## src/rtl/grevshfl_iter_if.sv

```systemverilog
// Request/response bundle for the iterative GREV/SHFL unit.
// The slave modport is the unit's view and the master modport is the requester's view.
interface grevshfl_iter_if #(
    parameter int XLEN = 32
);
    logic            in_valid;
    logic            in_ready;
    logic [1:0]      in_op;
    logic [XLEN-1:0] in_rs1;
    logic [XLEN-1:0] in_rs2;
    logic            out_valid;
    logic            out_ready;
    logic [XLEN-1:0] out_rd;
    logic            busy;

    modport slave (
        input  in_valid,
        input  in_op,
        input  in_rs1,
        input  in_rs2,
        input  out_ready,
        output in_ready,
        output out_valid,
        output out_rd,
        output busy
    );

    modport master (
        output in_valid,
        output in_op,
        output in_rs1,
        output in_rs2,
        output out_ready,
        input  in_ready,
        input  out_valid,
        input  out_rd,
        input  busy
    );
endinterface

```

## src/rtl/grevshfl_iter.sv

```systemverilog
// Iterative generalized-reverse / shuffle unit: one butterfly stage per cycle.
// The unit accepts a request in IDLE, runs for L = log2(XLEN) cycles, and then
// holds the result in DONE until the consumer takes it.
// Optional feature macro: GREVSHFL_SHFL_EN. When it is defined, SHFL and UNSHFL
// are implemented. When it is undefined, there is no shuffle datapath, and
// ops 01/10 complete with a zero result using the same latency and handshake.
module grevshfl_iter #(
    parameter int XLEN = 32
) (
    input  logic           clk,
    input  logic           resetn,
    grevshfl_iter_if.slave bus
);
    localparam int L  = $clog2(XLEN);
    localparam int CW = $clog2(L);
    localparam logic [CW-1:0] LAST = CW'(L - 1);

    localparam logic [1:0] OP_GREV   = 2'b00;
    localparam logic [1:0] OP_SHFL   = 2'b01;
    localparam logic [1:0] OP_UNSHFL = 2'b10;

    typedef enum logic [1:0] {
        IDLE = 2'b00,
        RUN  = 2'b01,
        DONE = 2'b10
    } state_t;

    generate
        if (XLEN != 32 && XLEN != 64) begin : g_bad_xlen
            $error("grevshfl_iter: XLEN must be 32 or 64");
        end
    endgenerate

    // Bit i is set when block number (i / blk), taken modulo per, equals pos.
    function automatic logic [XLEN-1:0] block_mask(input int blk, input int per, input int pos);
        logic [XLEN-1:0] m;
        m = '0;
        for (int i = 0; i < XLEN; i++) begin
            m[i] = (((i / blk) % per) == pos);
        end
        return m;
    endfunction

    state_t          state_q, state_d;
    logic [CW-1:0]   cnt_q, cnt_d;
    logic [XLEN-1:0] work_q, work_d;
    logic [1:0]      op_q, op_d;
    logic [L-1:0]    ctrl_q, ctrl_d;
    logic [XLEN-1:0] rd_q, rd_d;

    logic [XLEN-1:0] stage_out;
    logic [XLEN-1:0] grev_res [L];

    // The control operand's bits above the largest control field never matter.
    logic unused_rs2_hi;
    assign unused_rs2_hi = ^bus.in_rs2[XLEN-1:L];

    // GREV stage gi swaps adjacent 2^gi-bit blocks of the working value.
    genvar gi;
    generate
        for (gi = 0; gi < L; gi++) begin : g_grev
            localparam int BLK = 2 ** gi;
            localparam logic [XLEN-1:0] LO = block_mask(BLK, 2, 0);
            assign grev_res[gi] = ((work_q & LO) << BLK) | ((work_q >> BLK) & LO);
        end
    endgenerate

`ifdef GREVSHFL_SHFL_EN
    logic [XLEN-1:0] shfl_res [L];
    logic [CW-1:0]   k_shfl;

    // Shuffle stage gi swaps the two middle 2^gi-bit quarters of each 2^(gi+2)-bit group.
    generate
        for (gi = 0; gi < L - 1; gi++) begin : g_shfl
            localparam int BLK = 2 ** gi;
            localparam logic [XLEN-1:0] MR = block_mask(BLK, 4, 1);
            localparam logic [XLEN-1:0] ML = block_mask(BLK, 4, 2);
            assign shfl_res[gi] = (work_q & ~(ML | MR))
                                | ((work_q << BLK) & ML)
                                | ((work_q >> BLK) & MR);
        end
    endgenerate
    // The last step of a shuffle is a pass-through, so the latency matches GREV.
    assign shfl_res[L-1] = work_q;
    // SHFL walks its stages from the highest down to the lowest.
    assign k_shfl = CW'(L - 2) - cnt_q;
`endif

    // Apply the single butterfly stage that the current step selects.
    always_comb begin
        stage_out = work_q;
        case (op_q)
            OP_GREV: begin
                if (ctrl_q[cnt_q]) begin
                    stage_out = grev_res[cnt_q];
                end
            end
`ifdef GREVSHFL_SHFL_EN
            OP_SHFL: begin
                if (cnt_q != LAST) begin
                    if (ctrl_q[k_shfl]) begin
                        stage_out = shfl_res[k_shfl];
                    end
                end
            end
            OP_UNSHFL: begin
                if (cnt_q != LAST) begin
                    if (ctrl_q[cnt_q]) begin
                        stage_out = shfl_res[cnt_q];
                    end
                end
            end
`endif
            default: begin
            end
        endcase
    end

    // Next-state logic: accept in IDLE, step through RUN, and hold in DONE until taken.
    always_comb begin
        state_d = state_q;
        cnt_d   = cnt_q;
        work_d  = work_q;
        op_d    = op_q;
        ctrl_d  = ctrl_q;
        rd_d    = rd_q;
        case (state_q)
            IDLE: begin
                if (bus.in_valid) begin
                    state_d = RUN;
                    cnt_d   = '0;
                    work_d  = bus.in_rs1;
                    case (bus.in_op)
                        OP_GREV: begin
                            op_d   = OP_GREV;
                            ctrl_d = bus.in_rs2[L-1:0];
                        end
`ifdef GREVSHFL_SHFL_EN
                        OP_SHFL, OP_UNSHFL: begin
                            op_d   = bus.in_op;
                            ctrl_d = {1'b0, bus.in_rs2[L-2:0]};
                        end
`else
                        // With no shuffle hardware, run an identity GREV on zero instead.
                        OP_SHFL, OP_UNSHFL: begin
                            op_d   = OP_GREV;
                            ctrl_d = '0;
                            work_d = '0;
                        end
`endif
                        // The reserved op behaves as an identity GREV.
                        default: begin
                            op_d   = OP_GREV;
                            ctrl_d = '0;
                        end
                    endcase
                end
            end
            RUN: begin
                work_d = stage_out;
                if (cnt_q == LAST) begin
                    state_d = DONE;
                    cnt_d   = '0;
                    rd_d    = stage_out;
                end else begin
                    cnt_d = cnt_q + 1'b1;
                end
            end
            DONE: begin
                if (bus.out_ready) begin
                    state_d = IDLE;
                end
            end
            default: begin
                state_d = IDLE;
            end
        endcase
    end

    // State registers; a low resetn drops any operation that is in flight.
    always_ff @(posedge clk) begin
        if (!resetn) begin
            state_q <= IDLE;
            cnt_q   <= '0;
            work_q  <= '0;
            op_q    <= OP_GREV;
            ctrl_q  <= '0;
            rd_q    <= '0;
        end else begin
            state_q <= state_d;
            cnt_q   <= cnt_d;
            work_q  <= work_d;
            op_q    <= op_d;
            ctrl_q  <= ctrl_d;
            rd_q    <= rd_d;
        end
    end

    assign bus.in_ready  = (state_q == IDLE);
    assign bus.out_valid = (state_q == DONE);
    assign bus.busy      = (state_q != IDLE);
    assign bus.out_rd    = rd_q;
endmodule

```

## src/flat_wrapper.sv

```systemverilog
// flat-port wrapper written by rule: the top's interface ports become plain ports
module grevshfl_iter_flat 
#(
    parameter int XLEN = 32
)
  (clk, resetn, bus_in_valid, bus_in_op, bus_in_rs1, bus_in_rs2, bus_out_ready, bus_in_ready, bus_out_valid, bus_out_rd, bus_busy);
  grevshfl_iter_if #(.XLEN(XLEN)) bus_i ();
  input  logic clk;
  input  logic resetn;
  input wire logic [$bits(bus_i.in_valid)-1:0] bus_in_valid;
  input wire logic [$bits(bus_i.in_op)-1:0] bus_in_op;
  input wire logic [$bits(bus_i.in_rs1)-1:0] bus_in_rs1;
  input wire logic [$bits(bus_i.in_rs2)-1:0] bus_in_rs2;
  input wire logic [$bits(bus_i.out_ready)-1:0] bus_out_ready;
  output wire logic [$bits(bus_i.in_ready)-1:0] bus_in_ready;
  output wire logic [$bits(bus_i.out_valid)-1:0] bus_out_valid;
  output wire logic [$bits(bus_i.out_rd)-1:0] bus_out_rd;
  output wire logic [$bits(bus_i.busy)-1:0] bus_busy;
  assign bus_i.in_valid = bus_in_valid;
  assign bus_i.in_op = bus_in_op;
  assign bus_i.in_rs1 = bus_in_rs1;
  assign bus_i.in_rs2 = bus_in_rs2;
  assign bus_i.out_ready = bus_out_ready;
  assign bus_in_ready = bus_i.in_ready;
  assign bus_out_valid = bus_i.out_valid;
  assign bus_out_rd = bus_i.out_rd;
  assign bus_busy = bus_i.busy;
  grevshfl_iter #(.XLEN(XLEN)) u_core (.clk(clk), .resetn(resetn), .bus(bus_i));
endmodule
```

## config.mk

```make
export PLATFORM = sky130hd
export DESIGN_NAME = grevshfl_iter_flat
export DESIGN_NICKNAME = d
export VERILOG_FILES = /design/src/rtl/grevshfl_iter_if.sv /design/src/rtl/grevshfl_iter.sv /design/src/flat_wrapper.sv
export SDC_FILE = /design/constraint.sdc
export NUM_CORES = 1
export LEC_CHECK = 0
export BUFFER_PORTS_ARGS = -buffer_cell sky130_fd_sc_hd__buf_2
export CAP_MARGIN = 15
export CORE_UTILIZATION = 45
export CTS_CLUSTER_DIAMETER = 200
export DETAILED_ROUTE_END_ITERATION = 6
export PLACE_DENSITY = 0.69
export SLEW_MARGIN = 20
export SYNTH_ARGS = -nofsm -noshare
export SYNTH_HDL_FRONTEND = slang
export SYNTH_SLANG_ARGS = --single-unit
```

## constraint.sdc

```tcl
create_clock -name clk -period 4.3 [get_ports clk]
set_input_delay 0.86 -clock clk [delete_from_list [all_inputs] [get_ports clk]]
set_output_delay 0.86 -clock clk [all_outputs]
set_load 0.005 [all_outputs]
```

==> impl_metrics.env <==
export IMPL_status="complete, no violations"
export IMPL_place_congestion=0.9674
export IMPL_fp_dieH_um=101.7
export IMPL_core_area_sq_um=9684
export IMPL_fin_crit_sh_pct=69.96
export IMPL_use_met3_pct=5.728
export IMPL_hold_end="u_core.bus.out_rd[4]"
export IMPL_worstHoldStart="u_core.bus.out_rd[4]"
export IMPL_reg2regPathDepth=5
export IMPL_hold_viol=0
export IMPL_antenna_found_initial=0
export IMPL_ant_nets=0
export IMPL_hold_class="flip-flop to flip-flop"
export IMPL_grt_max_degree=71
export IMPL_muxShareOfSynthArea_pct=4.389
export IMPL_grt_busiest_layer="met2"
export IMPL_synth_compound_area_share_pct=34.08
export IMPL_crit_cells=5
export IMPL_dieArea_sq_um=10350
export IMPL_setup_viol=0
export IMPL_cts_tree="done"
export IMPL_slowest_delay_ns=0.86
export IMPL_clock_path_buffers=2
export IMPL_first_pass_iters=5
export IMPL_drc_errors=0
export IMPL_postLayoutSetupSlackWorst_ns=1.292
export IMPL_powerDensity_nw_per_um2=326.8
export IMPL_io_buffers=77
export IMPL_num_vias=4605
export IMPL_syn_avg_cell_area_sq_um=7.797
export IMPL_min_period_ns=3.008
export IMPL_areaGrowthSynthToFinish_pct=14.45
export IMPL_critical_path_class="flip-flop to flip-flop"
export IMPL_drv_slew=0
export IMPL_path_max_fanout=25
export IMPL_synth_top_family_by_area="compound AO/OA/AOI/OAI gates"
export IMPL_required_ns=4.55
export IMPL_cts_sinks=74
export IMPL_fin_setup_tns_ns=0
export IMPL_cts_made_buffers=9
export IMPL_path_cells="and4_4 -> or2_1 -> buf_4 -> mux2_4 -> a22o_1"
export IMPL_cp_top_family="simple AND/OR/NAND/NOR gates"
export IMPL_critPathLaunchType="flip-flop"
export IMPL_ys_seq_area_share_pct=33.10
export IMPL_synthArstFlopShare_pct=0
export IMPL_grt_pass1_vias=3934
export IMPL_p_leak_nw=1.821
export IMPL_drt_iter0_drc=321
export IMPL_cts_resized_gates=0
export IMPL_maxSlewHeadroom_pct=24.42
export IMPL_crit_buf_inv=1
export IMPL_layout_nets=693
export IMPL_synth_warnings=0
export IMPL_r2r_slack_ns=1.29
export IMPL_end_kind="flip-flop"
export IMPL_final_cell_mix="nand2_1, buf_2, dfxtp_1, a21oi_1, nand2b_1"
export IMPL_final_common_cell="nand2_1"
export IMPL_grt_overflow=0
export IMPL_antenna_cells=0
export IMPL_fp_dieW_um=101.7
export IMPL_rows=36
export IMPL_syn_area_sq_um=4476
export IMPL_finalPower_mw=1.674
export IMPL_synth_area_leaders="dfxtp_1, a21oi_1, nand2_1"
export IMPL_synth_cells=574
export IMPL_wl_mm=14.63
export IMPL_vdd_ir_drop_max_uv=170.1
export IMPL_synth_simple_area_share_pct=20.35
export IMPL_fill_cells=961
export IMPL_r2r_end="u_core.bus.out_rd[25]"
export IMPL_yosysTopAreaCell="dfxtp_1"
export IMPL_io_pins=105
export IMPL_place_hpwl_mm=10.01
export IMPL_skew_ns=0.01520
export IMPL_h_tree_depth=3
export IMPL_place_ws_ns=1.349
export IMPL_track_usage_pct=28.59
export IMPL_cp_slowest_cell="or2_1"
export IMPL_start_util_pct=46.21
export IMPL_drive_gt1_share_pct=19.52
export IMPL_ys_types=54
export IMPL_grt_use_met2_pct=43.92
export IMPL_cap_violations=0
export IMPL_r2r_start="u_core.cnt_q[2]"
export IMPL_timing_fmax_ghz=0.3324
export IMPL_clkLatencyLatePin_ns=0.36
export IMPL_met1_usage_pct=40.77
export IMPL_syn_nets=647
export IMPL_crit_arrival_ns=3.26
export IMPL_hold_path_depth=2
export IMPL_root_buffer="clkbuf_8"
export IMPL_viasPerCell=6.075
export IMPL_ys_ff_latch=74
export IMPL_post_drt_wl_per_cell_um=19.30
export IMPL_grt_pass1_wl_mm=22.26
export IMPL_grt_setup_unrepaired="no"
export IMPL_yosys_area_share_adder_pct=0.8387
export IMPL_synth_top_cell_area_share_pct=33.10
export IMPL_worst_pin_slew_ns=1.134
export IMPL_synth_xor_area_share_pct=0
export IMPL_synth_flop_cell="dfxtp_1"
export IMPL_synth_edff_count=0
export IMPL_cts_clk_slew_worst_paths_ns=0.09
export IMPL_postCtsHoldBufs=0
export IMPL_cts_setup_buffers=0
[worst max path at each step]
stage / slack (ns) / startpoint / endpoint
global placement: 1.40 / u_core.cnt_q[2] / u_core.bus.out_rd[25]
global route: 1.17 / u_core.cnt_q[2] / u_core.bus.out_rd[25]
floorplan: 2.23 / bus_in_valid / u_core.work_q[10]
CTS: 1.32 / u_core.cnt_q[2] / u_core.bus.out_rd[25]
detailed placement: 1.35 / u_core.cnt_q[2] / u_core.bus.out_rd[25]
finish: 1.29 / u_core.cnt_q[2] / u_core.bus.out_rd[25]
[logic make-up after synthesis]
kind of cell    after synthesis
simple gates                191
fa+ha+maj                     3
buf+inv                      72
flops                        74
compound gates              215
mux                          19
[worst min-delay path, cell delays in order (launching register included)]
cell,delay (ns)
dfxtp_1,0.31
nand2_1,0.04
o21ai_1,0.05
[power breakdown]
part | internal (mW) | total [mW] | switching, mW
clock | 0.418 | 0.694 | 0.276
combinational | 0.0875 | 0.235 | 0.147
sequential | 0.705 | 0.746 | 0.0411
[flip-flops by register name, summed over array words and instances, names as in the netlist]
| name | count |
|---|---|
| u_core.state_q | 2 |
| u_core.work_q | 32 |
| u_core.bus.out_rd | 32 |
| u_core.cnt_q | 3 |
| u_core.ctrl_q | 5 |
[per-layer routing]
| layer | vias up | wire length [um] |
|---|---|---|
| met2 | 184 | 6535 |
| li1 | 2207 | - |
| met3 | 13 | 1041 |
| met5 | - | 0 |
| met4 | 0 | 176 |
| met1 | 2201 | 6875 |
[synth_stat cells, drive strengths merged, types with 2 or more instances]
master and number:
nand2 80, dfxtp 74, a21oi 63, nand2b 31, a22oi 28, buf 28, nor2 28, clkbuf 25
nand3 22, o21ai 21, inv 19, a22o 18, mux2i 17, o2bb2ai 13, o31ai 11, o32ai 11
o22ai 10, a2111oi 8, nor2b 8, o211ai 7, a211oi 5, nand4 5, a32oi 4, nor3 4
or2 4, a31oi 3, ha 3, o221ai 3, a2bb2oi 2, a311oi 2, a32o 2, mux2 2
[layout make-up]
cell class / count / area, sq um / share of cell area, %
clock buffer: 12 / 155.1 / 3.029
tap: 133 / 166.4 / 3.249
clock inverter: 4 / 97.59 / 1.905
multi-input combinational: 428 / 2680 / 52.32
sequential: 74 / 1484 / 28.97
timing repair buffer: 88 / 467.9 / 9.135
inverter: 19 / 71.32 / 1.392
[metrics by stage]
| stage | cell area [sq um] | std cells | utilization (%) | hold slack, ns |
|---|---|---|---|---|
| floorplan | 4476 | 574 | - | 0.4312 |
| global placement | 4870 | 742 | 50.28 | 0.4283 |
| detailed placement | 4870 | 742 | 50.28 | 0.4365 |
| CTS | 5122 | 758 | 52.89 | 0.4482 |
| global route | 5122 | 758 | 52.89 | 0.4743 |
| finish | 5122 | 758 | 52.89 | 0.4438 |
(Power assumes the default switching activity.)
